--- src/rtl/uart_rx_buffered_if.sv ---
// Consumer-side and line-side signals of the buffered UART receiver.
// The receiver connects through the slave modport; whatever drives the
// serial line and drains the FIFO connects through the master modport.
interface uart_rx_buffered_if #(
   parameter int DATABITS   = 8,
   parameter int FIFO_DEPTH = 4
);
   localparam int CW = $clog2(FIFO_DEPTH) + 1;

   logic                rx_data;
   logic [DATABITS-1:0] rx_data_out;
   logic                rx_valid;
   logic                rx_ready;
   logic                parity_error;
   logic                stop_error;
   logic                overrun;
   logic [CW-1:0]       fifo_count;
   logic                rx_busy;

   modport slave (
      input  rx_data, rx_ready,
      output rx_data_out, rx_valid, parity_error, stop_error, overrun,
             fifo_count, rx_busy
   );

   modport master (
      output rx_data, rx_ready,
      input  rx_data_out, rx_valid, parity_error, stop_error, overrun,
             fifo_count, rx_busy
   );
endinterface

--- src/rtl/uart_rx_buffered.sv ---
// UART receive channel: 16x oversampled bit recovery with a start-bit
// glitch filter, parity and stop checks, and a small FIFO of
// {data, parity error, stop error} entries drained over valid/ready.
// DATABITS is assumed to be at least 2.
module uart_rx_buffered #(
   parameter int SYS_FREQ    = 10_000_000,
   parameter int BAUD_RATE   = 9600,
   parameter int DATABITS    = 8,
   parameter int PARITY_EN   = 1,
   parameter int PARITY_TYPE = 0,
   parameter int FIFO_DEPTH  = 4
) (
   input  logic              clk,
   input  logic              reset,
   uart_rx_buffered_if.slave bus
);

   localparam int DIV = SYS_FREQ / (BAUD_RATE * 16);
   localparam int DW  = (DIV > 1) ? $clog2(DIV) : 1;
   localparam int AW  = $clog2(FIFO_DEPTH);
   localparam int CW  = AW + 1;
   localparam int BW  = $clog2(DATABITS + 1);
   localparam int EW  = DATABITS + 2;

   localparam logic [DW-1:0] DIV_LAST  = DW'(DIV - 1);
   localparam logic [BW-1:0] LAST_BIT  = BW'(DATABITS - 1);
   localparam logic [CW-1:0] FULL_CNT  = CW'(FIFO_DEPTH);
   localparam logic          ODD_PAR   = (PARITY_TYPE != 0);

   typedef enum logic [2:0] {
      S_IDLE,
      S_START,
      S_DATA,
      S_PARITY,
      S_STOP
   } state_t;

   // Input synchroniser and tick generator
   logic [1:0]          r_sync;
   logic                w_rxs;
   logic [DW-1:0]       r_div;
   logic                w_tick;
   logic                w_start;

   // Receive FSM
   state_t              r_state;
   logic [3:0]          r_cnt;
   logic [BW-1:0]       r_bitn;
   logic [DATABITS-1:0] r_shift;
   logic                r_perr;
   logic                r_serr;
   logic                r_armed;
   logic                r_push;
   logic                r_busy;

   // FIFO
   logic [EW-1:0]       r_mem [FIFO_DEPTH];
   logic [AW-1:0]       r_wp;
   logic [AW-1:0]       r_rp;
   logic [CW-1:0]       r_count;
   logic                r_valid;
   logic [DATABITS-1:0] r_head_data;
   logic                r_head_perr;
   logic                r_head_serr;
   logic                r_ovr;

   logic [EW-1:0]       w_entry_in;
   logic                w_pop;
   logic                w_full;
   logic                w_wr;
   logic                w_ovr;
   logic [AW-1:0]       w_rp_next;
   logic [CW-1:0]       w_count_next;
   logic [EW-1:0]       w_head_next;

   assign w_rxs   = r_sync[1];
   assign w_tick  = (r_div == DIV_LAST);
   assign w_start = (r_state == S_IDLE) && r_armed && !w_rxs;

   // Two-flop synchroniser; resets to the idle (high) line level
   always_ff @(posedge clk or negedge reset) begin
      if (!reset) begin
         r_sync <= 2'b11;
      end else begin
         r_sync <= {r_sync[0], bus.rx_data};
      end
   end

   // Oversampling tick divider, re-phased to the start edge on leaving IDLE
   always_ff @(posedge clk or negedge reset) begin
      if (!reset) begin
         r_div <= '0;
      end else if (w_start || w_tick) begin
         r_div <= '0;
      end else begin
         r_div <= r_div + DW'(1);
      end
   end

   // Receive FSM: start validation, data/parity/stop sampling, push strobe
   always_ff @(posedge clk or negedge reset) begin
      if (!reset) begin
         r_state <= S_IDLE;
         r_cnt   <= '0;
         r_bitn  <= '0;
         r_shift <= '0;
         r_perr  <= 1'b0;
         r_serr  <= 1'b0;
         r_armed <= 1'b0;
         r_push  <= 1'b0;
         r_busy  <= 1'b0;
      end else begin
         r_push <= 1'b0;
         case (r_state)
            S_IDLE: begin
               if (w_rxs) begin
                  r_armed <= 1'b1;
               end else if (r_armed) begin
                  r_state <= S_START;
                  r_cnt   <= '0;
                  r_busy  <= 1'b1;
               end
            end
            S_START: begin
               if (w_tick) begin
                  if (r_cnt == 4'd7) begin
                     if (w_rxs) begin
                        // Line back high at mid-bit: treat as a glitch
                        r_state <= S_IDLE;
                        r_busy  <= 1'b0;
                     end else begin
                        r_state <= S_DATA;
                        r_cnt   <= '0;
                        r_bitn  <= '0;
                        r_perr  <= 1'b0;
                     end
                  end else begin
                     r_cnt <= r_cnt + 4'd1;
                  end
               end
            end
            S_DATA: begin
               if (w_tick) begin
                  r_cnt <= r_cnt + 4'd1;
                  if (r_cnt == 4'd15) begin
                     r_shift <= {w_rxs, r_shift[DATABITS-1:1]};
                     if (r_bitn == LAST_BIT) begin
                        r_state <= (PARITY_EN != 0) ? S_PARITY : S_STOP;
                     end else begin
                        r_bitn <= r_bitn + BW'(1);
                     end
                  end
               end
            end
            S_PARITY: begin
               if (w_tick) begin
                  r_cnt <= r_cnt + 4'd1;
                  if (r_cnt == 4'd15) begin
                     r_perr  <= (^r_shift) ^ w_rxs ^ ODD_PAR;
                     r_state <= S_STOP;
                  end
               end
            end
            S_STOP: begin
               if (w_tick) begin
                  r_cnt <= r_cnt + 4'd1;
                  if (r_cnt == 4'd15) begin
                     // Leave at mid-stop so a back-to-back start edge is caught;
                     // a low stop bit disarms detection until the line rises
                     r_serr  <= ~w_rxs;
                     r_push  <= 1'b1;
                     r_armed <= w_rxs;
                     r_state <= S_IDLE;
                     r_busy  <= 1'b0;
                  end
               end
            end
            default: begin
               r_state <= S_IDLE;
               r_busy  <= 1'b0;
            end
         endcase
      end
   end

   assign w_entry_in   = {r_shift, r_perr, r_serr};
   assign w_pop        = r_valid && bus.rx_ready;
   assign w_full       = (r_count == FULL_CNT);
   assign w_wr         = r_push && (!w_full || w_pop);
   assign w_ovr        = r_push && w_full && !w_pop;
   assign w_count_next = r_count + CW'(w_wr) - CW'(w_pop);

   // Next head entry: memory at the next read pointer, or the incoming
   // entry when it lands exactly there (push into an empty or draining FIFO)
   always_comb begin
      w_rp_next = r_rp;
      if (w_pop) begin
         w_rp_next = r_rp + AW'(1);
      end
      w_head_next = r_mem[w_rp_next];
      if (w_wr && (r_wp == w_rp_next)) begin
         w_head_next = w_entry_in;
      end
   end

   // FIFO storage array
   always_ff @(posedge clk) begin
      if (w_wr) begin
         r_mem[r_wp] <= w_entry_in;
      end
   end

   // FIFO pointers, occupancy, registered head and overrun pulse
   always_ff @(posedge clk or negedge reset) begin
      if (!reset) begin
         r_wp        <= '0;
         r_rp        <= '0;
         r_count     <= '0;
         r_valid     <= 1'b0;
         r_head_data <= '0;
         r_head_perr <= 1'b0;
         r_head_serr <= 1'b0;
         r_ovr       <= 1'b0;
      end else begin
         if (w_wr) begin
            r_wp <= r_wp + AW'(1);
         end
         r_rp    <= w_rp_next;
         r_count <= w_count_next;
         r_valid <= (w_count_next != '0);
         r_ovr   <= w_ovr;
         if (w_count_next != '0) begin
            {r_head_data, r_head_perr, r_head_serr} <= w_head_next;
         end
      end
   end

   assign bus.rx_data_out  = r_head_data;
   assign bus.rx_valid     = r_valid;
   assign bus.parity_error = r_head_perr;
   assign bus.stop_error   = r_head_serr;
   assign bus.overrun      = r_ovr;
   assign bus.fifo_count   = r_count;
   assign bus.rx_busy      = r_busy;

endmodule

--- src/flat_wrapper.sv ---
// flat-port wrapper written by rule: the top's interface ports become plain ports
module uart_rx_buffered_flat 
#(
   parameter int SYS_FREQ    = 10_000_000,
   parameter int BAUD_RATE   = 9600,
   parameter int DATABITS    = 8,
   parameter int PARITY_EN   = 1,
   parameter int PARITY_TYPE = 0,
   parameter int FIFO_DEPTH  = 4
)
  (clk, reset, bus_rx_data, bus_rx_ready, bus_rx_data_out, bus_rx_valid, bus_parity_error, bus_stop_error, bus_overrun, bus_fifo_count, bus_rx_busy);
  uart_rx_buffered_if #(.DATABITS(DATABITS), .FIFO_DEPTH(FIFO_DEPTH)) bus_i ();
  input  logic clk;
  input  logic reset;
  input wire logic [$bits(bus_i.rx_data)-1:0] bus_rx_data;
  input wire logic [$bits(bus_i.rx_ready)-1:0] bus_rx_ready;
  output wire logic [$bits(bus_i.rx_data_out)-1:0] bus_rx_data_out;
  output wire logic [$bits(bus_i.rx_valid)-1:0] bus_rx_valid;
  output wire logic [$bits(bus_i.parity_error)-1:0] bus_parity_error;
  output wire logic [$bits(bus_i.stop_error)-1:0] bus_stop_error;
  output wire logic [$bits(bus_i.overrun)-1:0] bus_overrun;
  output wire logic [$bits(bus_i.fifo_count)-1:0] bus_fifo_count;
  output wire logic [$bits(bus_i.rx_busy)-1:0] bus_rx_busy;
  assign bus_i.rx_data = bus_rx_data;
  assign bus_i.rx_ready = bus_rx_ready;
  assign bus_rx_data_out = bus_i.rx_data_out;
  assign bus_rx_valid = bus_i.rx_valid;
  assign bus_parity_error = bus_i.parity_error;
  assign bus_stop_error = bus_i.stop_error;
  assign bus_overrun = bus_i.overrun;
  assign bus_fifo_count = bus_i.fifo_count;
  assign bus_rx_busy = bus_i.rx_busy;
  uart_rx_buffered #(.SYS_FREQ(SYS_FREQ), .BAUD_RATE(BAUD_RATE), .DATABITS(DATABITS), .PARITY_EN(PARITY_EN), .PARITY_TYPE(PARITY_TYPE), .FIFO_DEPTH(FIFO_DEPTH)) u_core (.clk(clk), .reset(reset), .bus(bus_i));
endmodule
--- config.mk ---
export PLATFORM = sky130hd
export DESIGN_NAME = uart_rx_buffered_flat
export DESIGN_NICKNAME = d
export VERILOG_FILES = /design/src/rtl/uart_rx_buffered_if.sv /design/src/rtl/uart_rx_buffered.sv /design/src/flat_wrapper.sv
export SDC_FILE = /design/constraint.sdc
export NUM_CORES = 1
export LEC_CHECK = 0
export ABC_AREA = 1
export BUFFER_PORTS_ARGS = -buffer_cell sky130_fd_sc_hd__buf_2
export CAP_MARGIN = 25
export CORE_MARGIN = 4
export CORE_UTILIZATION = 35
export CTS_BUF_LIST = sky130_fd_sc_hd__clkbuf_4 sky130_fd_sc_hd__clkbuf_8
export DETAILED_ROUTE_END_ITERATION = 10
export PLACE_DENSITY = 0.57
export SKIP_CTS_REPAIR_TIMING = 1
export SYNTH_ARGS = -nofsm -noshare
export SYNTH_HDL_FRONTEND = slang
export SYNTH_SLANG_ARGS = --single-unit
--- constraint.sdc ---
create_clock -name clk -period 6.52 [get_ports clk]
set_input_delay 1.304 -clock clk [delete_from_list [all_inputs] [get_ports clk]]
set_output_delay 1.304 -clock clk [all_outputs]
set_load 0.05 [all_outputs]
==> Yosys cells after proc, flatten, opt, wreduce, memory -nomap -nowiden <==
Memories as Yosys holds them, arrays and structs flattened. A register that Yosys moved wholly into a read port is not among the register bits.
Index checks and enable logic that the tools add are counted.
{ "classes": {"addsub": 7, "n_eq_ne": 26, "mux": 51, "bitwise_logic": 3, "n_reduce_logical": 29} }
{ "op_table": {"columns": ["operator", "count"], "rows": [
  ["$mux W4", 11],
  ["$mux W3", 11],
  ["$ne A2 B1 Y1 const B", 13],
  ["$mux W1", 20],
  ["$pmux W3 S5", 1],
  ["$pmux W4 S3", 1],
  ["$reduce_and A6 Y1", 2],
  ["$reduce_and A11 Y1", 1],
  ["$add A4 B1 Y4 const B", 2],
  ["$eq A4 B3 Y1 const B", 2],
  ["$pmux W4 S2", 1],
  ["$reduce_and A8 Y1", 1],
  ["$reduce_xor A8 Y1", 1],
  ["$add A7 B1 Y7 const B", 1],
  ["$eq A7 B7 Y1 const B", 1],
  ["$mux W7", 1],
  ["$reduce_and A7 Y1", 1],
  ["$eq A3 B2 Y1 const B", 2],
  ["$eq A3 B3 Y1 const B", 2],
  ["$logic_and A1 B1 Y1", 6],
  ["$ne A2 B2 Y1 const B", 3],
  ["$reduce_and A3 Y1", 2],
  ["$reduce_bool A2 Y1", 3],
  ["$reduce_bool A3 Y1", 2],
  ["17 further kinds", 25]
]} }
{ "totals": {"reg_bits": 42, "ramBits": 40, "out_inout_bits": 16, "mem_count": 1} }
{ "mem_list": {"columns": ["memory", "words", "width", "rd", "rd_ports_with_merged_regs", "write_ports", "line_no", "text"], "rows": [
  ["u_core.r_mem", 4, 10, 1, 1, 1, "uart_rx_buffered.sv:57", "logic [EW-1:0] r_mem [FIFO_DEPTH];"]
]} }

==> Depth between registers and ports, before layout <==
Gate-level depths: netlist of the first run.
{ "logic_depth": {"depth_word": 7, "mapped_depth": 12, "ltp_nobuf": 12} }

==> Worst setup path before layout of the first run <==
No wires, ideal clock.
{ "synth_path": {"kind": "input port to flip-flop", "startpoint": "in bus_rx_ready", "endpoint": "reg u_core.r_head_perr, in the netlist u_core.bus.parity_error (read register of u_core.r_mem)", "setup_time_ns": 0.118, "arrival_ns": 2.916, "path_slack_ns": 3.487, "cell_stages": 11, "path_buffers": 0, "cell_sequence": "nand2_1 > clkinv_1 > ha_1 > inv_1 > ha_1 > fa_1 > xor2_1 > nand2_1 > clkinv_1 > nand2_1 > nand2_1"} }
{ "synth_between": {"elab_chain_len": 6, "elab_cells_between_ends": 7, "classes_between": "2 x add/sub; 1 x mux; 4 x reduce/logical"} }
{ "synth_lines": {"columns": ["item", "line_no", "text"], "rows": [
  ["start: declaration", "flat_wrapper.sv:16", "input wire logic [$bits(bus_i.rx_ready)-1:0] bus_rx_ready;"],
  ["$logic_and A1 B1 Y1 (*)", "uart_rx_buffered.sv:187", "assign w_pop = r_valid && bus.rx_ready;"],
  ["$logic_or A1 B1 Y1", "uart_rx_buffered.sv:189", "assign w_wr = r_push && (!w_full || w_pop);"],
  ["$logic_and A1 B1 Y1", "uart_rx_buffered.sv:189", null],
  ["$add A3 B1 Y3", "uart_rx_buffered.sv:191", "assign w_count_next = r_count + CW'(w_wr) - CW'(w_pop);"],
  ["$sub A3 B1 Y3", "uart_rx_buffered.sv:191", null],
  ["$reduce_bool A3 Y1", "uart_rx_buffered.sv:232", "if (w_count_next != '0) begin"],
  ["end: declaration", "uart_rx_buffered.sv:63", "logic r_head_perr;"]
]} }
Mark *: on every way between the ends. The rest lies on a longest branch, timed or not.
A chain may end at the register's enable or synchronous reset.

==> Worst setup path in the final report of the first run <==
Ends and elaborated chain as after synthesis.

==> impl_metrics.toml, run 1 <==
[timing]
max_freq_ghz = 0.291
finalClockSkew_ns = 0.0161
hold_viol = 0
relSlewSlack_pct = 53.8
slew_viol_final = 0
fin_crit_sh_pct = 52.6
rsz0062_at_grt = "no"
holdWs_ns = 0.379
worst_slew_pin_slew_ns = 0.690
tns_ns = 0
setup_viol = 0
setup_ws_ns = 3.09
finalWorstPathRequiredPeriod_ns = 3.43

[logic_synthesis]
yosysSeqAreaShare_pct = 55.8
synth.mux.area_fraction_pct = 0
synth_area_um2 = 4490
synth_top_family_by_area = "simple AND/OR/NAND/NOR gates"
ys_ff_latch = 92
synthAdderAreaFrac_pct = 3.23
synthCells = 510
ys_warn_count = 0
synth.distinct_cells = 29
syn_avg_cell_area_um2 = 8.80
syn_nets = 525
synth_compound_area_share_pct = 2.68
synth-xor-area-share_pct = 1.17
yosys.area_share.simple_pct = 30.9

[min_path]
min_from = "u_core.r_sync[0]"
holdPathStages = 0
hold_end = "u_core.r_sync[1]"
hold_class = "flip-flop to flip-flop"

[floorplanning]
initial_core_util_pct = 35.7
dieArea_um2 = 14700
die_x_um = 121
pin_count = 20
die_h_um = 121
coreArea_um2 = 12600
rows = 41

[worst_setup_path]
r2r_slack_ns = 3.72
worstSetupStartpoint = "bus_rx_ready"
crit_arrival_ns = 3.67
r2r_start = "u_core.bus.rx_valid"
worst_setup_path_end_kind = "flip-flop"
cp.required_ns = 6.76
cp-start-kind = "primary input"
r2r-end = "u_core.bus.parity_error"
cpMaxStageDelayCell = "clkinv_1"
critPathMaxStageDelay_ns = 0.39
crit_top_cell = "nand2_1"
ff2ff_path_depth = 11
crit_type = "primary input to flip-flop"
crit_chain = "buf_2, nand2_1, clkinv_1, ha_1, inv_1, ha_1, fa_1, xor2_1, nand2_1, clkinv_1, nand2_1, nand2_1"
crit_fanout = 12

[placement]
pre_cts_ws_ns = 2.74
gp_congestion = 0.842
place_hpwl_um = 6880
port_buffers = 19

[cells_and_area]
final_core_util_pct = 39.7
final_cell_mix = "nand2_1, nand3_1, inv_1"
final_common_cell = "nand2_1"
diodes = 0
drive_above_1_share_pct = 13.2
nets = 549
area_delta_synth_final_pct = 11.2

[cts]
cts_root_buffer = "clkbuf_8"
cts_sinks = 92
clock_insertion_delay_worst_skew_ns = 0.36
cts_buffer_depth = 2
numCtsBuffers = 9
htree_num_levels = 3
tritoncts = "built"
clkTransAtPathRegs_ns = 0.09

[routing]
dr_total_vias = 3350
ant_nets = 0
first_pass_iters = 7
route.detailed.drc = 0
routed_wl_um = 9760
wl_per_cell_um = 13.7
drtIter0Drc = 196
vias_per_cell = 4.71

[power]
peakVddDrop_mv = 0.161
p_leak_nw = 2.37
p_per_area_nw_per_um2 = 403
p_total_mw = 2.01

[global_routing]
grt_max_degree = 53
antenna_found_initial = 0
grt_pass1_wl_um = 16000
grt_pass1_vias = 3234
grt.total_usage_pct = 14.0
grt_overflow = 0

[run]
drv_cap = 0

[outcome]
status = "finished, final reports clean"
Yosys cell counts:
cell type / count / area, um^2
nand2_1: 156 / 586
nand3_1: 81 / 405
inv_1: 51 / 191
dfrtp_1: 50 / 1250
edfxtp_1: 40 / 1200
nor2_1: 34 / 128
o21ai_1: 13 / 65.1
ha_1: 10 / 125
buf_2: 9 / 45.0
nand2_2: 9 / 56.3
nor2_2: 8 / 50.1
a21oi_1: 7 / 35.0
inv_2: 6 / 22.5
xor2_1: 6 / 52.6
o21ai_0: 4 / 20.0
nand3_2: 3 / 30.0
nand4_1: 3 / 18.8
nor3_1: 3 / 15.0
nor3b_1: 3 / 22.5
and3_1: 2 / 12.5
clkinv_1: 2 / 7.51
dfstp_2: 2 / 52.6
nand3b_1: 2 / 15.0
buf_4: 1 / 7.51
clkbuf_1: 1 / 3.75
fa_1: 1 / 20.0
nand3b_4: 1 / 20.0
nor2_4: 1 / 11.3
nor3_4: 1 / 16.3
worst max-delay path: cells and delay by family:
kind | cells | cell delay (ns)
simple gates | 4 | 0.69
xor+xnor | 1 | 0.19
buf+inv | 4 | 0.67
fa+ha+maj | 3 | 0.84
where the power goes:
part / total (mW) / internal [mW] / switching [mW]
sequential: 0.799 / 0.707 / 0.0918
clock: 0.389 / 0.197 / 0.193
combinational: 0.823 / 0.229 / 0.594
through the flow:
stage	instances	instance area, um^2
finish	711	4990
detailed placement	695	4790
global route	711	4990
CTS	711	4990
global placement	693	4760
floorplan	510	4490
cell type report:
class | count | area [um^2]
fillers | 1260 | 7580
flip-flops and latches | 92 | 2500
multi-input cells | 348 | 1700
inverters | 59 | 221
well taps | 172 | 215
clock buffers | 12 | 153
repair buffers | 24 | 140
clock inverters | 4 | 48.8
how the worst max path moves through the flow:
stage / to / cells after the start
3_5_place_dp: u_core.bus.rx_data_out[7] / 12
6_report: u_core.bus.parity_error / 12
5_1_grt: u_core.bus.parity_error / 12
3_3_place_gp: u_core.bus.parity_error / 12
2_1_floorplan: u_core.bus.parity_error / 11
4_1_cts: u_core.bus.parity_error / 12
registers in the layout, indices dropped and copies added (netlist names), 2 cells and up:
register,count
u_core.r_mem,40
u_core.r_rp,2
u_core.r_div,7
u_core.r_state,3
u_core.bus.fifo_count,3
u_core.r_wp,2
u_core.r_shift,8
u_core.r_cnt,4
u_core.r_sync,2
u_core.bus.rx_data_out,8
u_core.r_bitn,4
logic make-up after synthesis:
logic type               after synthesis
AND/OR/NAND/NOR                      307
flip-flops                            92
AO/OA/AOI/OAI                         24
buffers and inverters                 70
XOR/XNOR                               6
adder cells (fa/ha/maj)               11
routing by layer:
layer	vias up	global-route usage [%]	routed length [um]
met4	0	5.11	142
met3	11	2.89	538
met2	79	24.0	4810
met1	1567	17.4	4270
met5	-	0	0
li1	1693	-	-
No activity file was read; power rests on OpenSTA's default activity.
==> run 2: changes to the inputs <==
- ABC_AREA: 1 -> 0
- PLACE_DENSITY: 0.57 -> 0.59
- clock period: 6.52 -> 3.03 ns (I/O delays scaled with it)
==> run 2 against run 1 <==
Cell count decreased by 34%; routed wire length down 21%; synthesized area shrank 6.6%; sequential power rose by 110%; count of clock-buffer cells in the layout unchanged; highest routed layer unchanged; combinational power grew 88%; clock skew fell by 0.0061 ns; sequential share of layout area increased by 3.3 points.
==> impl_metrics.toml, run 2 <==
[logic_synthesis]
yosysMostFrequentCell = "dfrtp_1"
ys_ff_latch = 92
synth_area_leaders = "dfrtp_1, edfxtp_1, mux4_2, ha_1, xnor2_1"
ys.flop_type = "dfrtp_1"
synth.distinct_cells = 56
netlist.area_leader.share_pct = 29.8
async_reset_ff_share_pct = 56.5
syn_avg_cell_area_um2 = 14.2
synth_area_um2 = 4190
yosys-top-cells-count = "dfrtp_1, edfxtp_1, nand2_1"
synthCells = 295
yosysTopAreaCell = "dfrtp_1"
syn_nets = 310
yosysSeqAreaShare_pct = 59.7
ys_warn_count = 0
synth_edf_count = 40

[cts]
cts_buffer_depth = 2
numCtsBuffers = 9
cts_sinks = 92
tritoncts = "built"
cts_root_buffer = "clkbuf_8"
clock_insertion_delay_worst_skew_ns = 0.36
htree_num_levels = 3
clkTransAtPathRegs_ns = 0.09

[timing]
max_freq_ghz = 0.358
finalClockSkew_ns = 0.00996
rsz0062_at_grt = "no"
finalWorstPathRequiredPeriod_ns = 2.80
hold_viol = 0
tns_ns = 0
fin_crit_sh_pct = 92.3
slew_viol_final = 0
worst_slew_pin_slew_ns = 0.748
setup_viol = 0
relSlewSlack_pct = 50.1
holdWs_ns = 0.300

[floorplanning]
coreArea_um2 = 11600
die_x_um = 117
rows = 39
die_h_um = 117
pin_count = 20
dieArea_um2 = 13800
initial_core_util_pct = 36.3

[cells_and_area]
final_core_util_pct = 40.5
nets = 336
final_common_cell = "dfrtp_1"
largest_reg_flops = 40
diodes = 0
area_delta_synth_final_pct = 11.7
drive_above_1_share_pct = 23.6
top_register = "u_core.r_mem"
finalInstanceArea_um2 = 4680
final_cell_mix = "dfrtp_1, edfxtp_1, buf_2"
fill_cells = 1058

[global_routing]
antenna_found_initial = 0
grt_max_degree = 33
grt_pass1_vias = 2465
grt.total_usage_pct = 11.8
grt_overflow = 0
grt_pass1_wl_um = 12900

[power]
p_comb_share_pct = 37.2
switching_power_mw = 1.50
peakVddDrop_mv = 0.319
intPower_mw = 2.69
p_leak_nw = 1.91
p_per_area_nw_per_um2 = 893
p_total_mw = 4.18
clkPwrFrac_pct = 21.9
swShare_pct = 35.8
p_seq_share_pct = 40.9

[routing]
route.detailed.drc = 0
dr_total_vias = 2432
ant_nets = 0
routed_wl_um = 7690
first_pass_iters = 6
drtIter0Drc = 173
vias_per_cell = 5.19
wl_per_cell_um = 16.4

[min_path]
hold_class = "primary input to asynchronous set/reset pin"

[worst_setup_path]
cp.required_ns = 3.28
crit_fanout = 10
worst_setup_path_end_kind = "flip-flop"
r2r_slack_ns = 0.23
crit_type = "flip-flop to flip-flop"
ff2ff_path_depth = 9
crit_arrival_ns = 3.04
critPathMaxStageDelay_ns = 0.43
cpMaxStageDelayCell = "dfrtp_2"
cp-start-kind = "flip-flop"
crit_chain = "and2_4, o31a_2, ha_1, fa_1, xnor3_1, nor3_2, a31oi_2, and2_1, a221o_1"

[placement]
gp_congestion = 0.779
port_buffers = 19
place_hpwl_um = 5340
place_area_um2 = 4460

[run]
drv_cap = 0

[outcome]
status = "finished, final reports clean"
-- run 2: cell types whose count changed after synthesis, moves of 9 or more --
cell | previous run | this run
a221o_1 | 0 | 9
and2_1 | 0 | 15
inv_1 | 51 | 15
mux2_2 | 0 | 10
mux4_2 | 0 | 9
nand2_1 | 156 | 16
nand2_2 | 9 | 0
nand3_1 | 81 | 10
nor2_1 | 34 | 13
o21ai_1 | 13 | 1
xnor2_1 | 0 | 13
-- run 2: worst max-delay path: cells and delay by family (launching register included) --
kind,cells,cell delay [ns]
XOR/XNOR,1,0.23
AND/OR/NAND/NOR,3,0.70
flip-flops,1,0.43
AO/OA/AOI/OAI,3,0.75
adder cells (fa/ha/maj),2,0.58
-- run 2: routing by layer --
layer	global-route usage, %	vias up	share of wire (%)
met5	0	-	0
met4	4.62	0	1.7
li1	-	1136	-
met3	3.22	10	2.4
met1	15.8	1260	47
met2	18.4	26	49
-- run 2: worst paths after layout --
check | startpoint | end
setup / recovery | u_core.bus.rx_valid | u_core.bus.rx_data_out[2]
hold / removal | reset | u_core.bus.rx_valid
setup reg to reg | u_core.bus.rx_valid | u_core.bus.rx_data_out[2]
hold reg to reg | u_core.r_sync[0] | u_core.r_sync[1]
max in group asynchronous | reset | u_core.r_sync[1]
min in group clk | bus_rx_data | u_core.r_sync[0]
-- run 2: area by class of cell --
type	instances	area, um^2	area share [%]
Inverter	15	56.3	1.20
Multi-Input combinational cell	178	1580	33.7
Clock buffer	12	153	3.26
Sequential cell	92	2510	53.5
Tap cell	143	179	3.82
Timing Repair Buffer	25	140	2.99
Clock inverter	4	73.8	1.58
-- run 2: kinds of logic (layout without fill, tap and decap cells) --
logic type,Yosys count,count (layout),share of synthesized area [%]
XOR/XNOR,20,20,5.64
adder cells (fa/ha/maj),11,11,3.46
flip-flops,92,92,59.7
AND/OR/NAND/NOR,84,84,11.3
buffers and inverters,25,56,2.77
multiplexers,24,24,9.10
AO/OA/AOI/OAI,39,39,8.03
-- run 2: power groups by stage --
stage / registers [mW] / logic, mW / clock network (mW)
2_1_floorplan: 1.93 / 1.01 / 0
6_report: 1.71 / 1.55 / 0.918
3_5_place_dp: 1.74 / 1.57 / 0
4_1_cts: 1.71 / 1.58 / 0.952
5_1_grt: 1.74 / 1.70 / 1.01
3_3_place_gp: 1.73 / 1.53 / 0
-- run 2: metrics by stage --
stage / setup slack, ns / std cells
after CTS: 0.225 / 469
final: 0.235 / 469
after global placement: 0.0501 / 453
after global routing: 0.0869 / 469
after detailed placement: -0.0377 / 453
after floorplan: 0.0503 / 295
==> run 3: changes to the inputs <==
- CTS_BUF_LIST: sky130_fd_sc_hd__clkbuf_4 sky130_fd_sc_hd__clkbuf_8 -> sky130_fd_sc_hd__clkbuf_8 sky130_fd_sc_hd__clkbuf_16
==> run 3 against run 2 <==
Utilization grew 0.81 points; setup slack gained 0.011 ns; die area is the same; worst hold slack gained 0.039 ns; clock skew shrank 0.0041 ns; first-iteration DRC count grew 17%; via count grew 0.37%; critical path type unchanged; fmax grew 0.41%; routed wire length grew 0.12%; global-route usage grew 0.093 points; cell count is the same; clock power grew 29%.
==> impl_metrics.toml, run 3 (synthesis results as in run 2) <==
[floorplanning]
pin_count = 20
coreArea_um2 = 11600
dieArea_um2 = 13800
rows = 39
die_x_um = 117
initial_core_util_pct = 36.3
die_h_um = 117

[global_routing]
antenna_found_initial = 0
grt_pass1_vias = 2467
grt.total_usage_pct = 11.9
grt_overflow = 0
grt_pass1_wl_um = 13000
grt_max_degree = 33

[cts]
clock_insertion_delay_worst_skew_ns = 0.33
cts_buffer_depth = 2
tritoncts = "built"
cts_root_buffer = "clkbuf_16"
clkTransAtPathRegs_ns = 0.06
htree_num_levels = 3
numCtsBuffers = 9
cts_sinks = 92

[cells_and_area]
diodes = 0
nets = 336
top_register = "u_core.r_mem"
final_cell_count_no_fill = 469
drive_above_1_share_pct = 23.0
largest_reg_flops = 40
area_delta_synth_final_pct = 14.0
final_cell_mix = "dfrtp_1, edfxtp_1, buf_2"
final_common_cell = "dfrtp_1"
finalInstanceArea_um2 = 4780

[routing]
dr_total_vias = 2441
vias_per_cell = 5.20
route.detailed.drc = 0
wl_met3_um = 294
wl_met2_um = 3720
drtIter0Drc = 203
drt-met1-wl_um = 3560
top_layer = "met4"
wl_per_cell_um = 16.4
first_pass_iters = 6
ant_nets = 0
routed_wl_um = 7690

[min_path]
hold_class = "primary input to asynchronous set/reset pin"

[power]
clkPwrFrac_pct = 26.6
p_seq_share_pct = 38.6
switching_power_mw = 1.52
p_leak_nw = 1.96
p_total_mw = 4.45
swShare_pct = 34.3
p_comb_share_pct = 34.8
p_per_area_nw_per_um2 = 930
intPower_mw = 2.92
peakVddDrop_mv = 0.318

[timing]
fin_crit_sh_pct = 91.9
rsz0062_at_grt = "no"
max_freq_ghz = 0.359
hold_viol = 0
finalWorstPathRequiredPeriod_ns = 2.78
relSlewSlack_pct = 49.7
tns_ns = 0
slew_viol_final = 0
setup_viol = 0
finalClockSkew_ns = 0.00588
holdWs_ns = 0.339
worst_slew_pin_slew_ns = 0.754

[placement]
place_inst = 453
gp_congestion = 0.779
place_hpwl_um = 5340
place_area_um2 = 4460
port_buffers = 19

[outcome]
status = "finished, final reports clean"

[worst_setup_path]
cp.required_ns = 3.25
r2r-end = "u_core.bus.stop_error"
r2r_start = "u_core.bus.rx_valid"
cp-start-kind = "flip-flop"
crit_arrival_ns = 3.00
r2r_slack_ns = 0.25
crit_type = "flip-flop to flip-flop"
worst_setup_path_end_kind = "flip-flop"
ff2ff_path_depth = 9
crit_fanout = 10

[run]
drv_cap = 0
[run 3: critical path: stages (launching register included)]
cell     delay, ns
dfrtp_2       0.42
and2_4        0.20
o31a_2        0.34
ha_1          0.21
fa_1          0.37
xnor3_1       0.23
nor3_2        0.31
a31oi_2       0.15
and2_1        0.20
a221o_1       0.26
[run 3: cell type report]
class	count	area [um^2]
multi-input cells	178	1580
repair buffers	25	140
fillers	1045	6790
clock inverters	6	81.3
inverters	15	56.3
flip-flops and latches	92	2510
clock buffers	10	239
well taps	143	179
[run 3: worst max-delay path by stage]
stage                                endpoint                start  slack [ns]  cells past startpoint
finish                  u_core.bus.stop_error  u_core.bus.rx_valid        0.25                      9
global route        u_core.bus.rx_data_out[7]  u_core.bus.rx_valid         0.1                      9
CTS                 u_core.bus.rx_data_out[4]  u_core.bus.rx_valid        0.23                      9
detailed placement  u_core.bus.rx_data_out[4]         bus_rx_ready       -0.04                     10
global placement    u_core.bus.rx_data_out[4]         bus_rx_ready        0.05                     10
floorplan             u_core.bus.parity_error         bus_rx_ready        0.05                     11
[run 3: per-stage QoR]
step | setup slack [ns] | utilization [%]
after global placement | 0.0501 | 38.5
final | 0.246 | 41.3
after detailed placement | -0.0377 | 38.5
after CTS | 0.232 | 41.3
after floorplan | 0.0503 | -
after global routing | 0.0982 | 41.3
[run 3: power groups by stage]
stage	registers [mW]	logic (mW)	clock network [mW]
2_1_floorplan	1.93	1.01	0
3_3_place_gp	1.73	1.53	0
3_5_place_dp	1.74	1.57	0
4_1_cts	1.72	1.58	1.22
5_1_grt	1.75	1.70	1.28
6_report	1.71	1.55	1.18
[run 3: per-layer routing]
layer  GRT usage [%]  up-vias
met5               0        -
met2            18.8       43
li1                -     1138
met4            4.91        0
met1            15.9     1251
met3            2.93        9
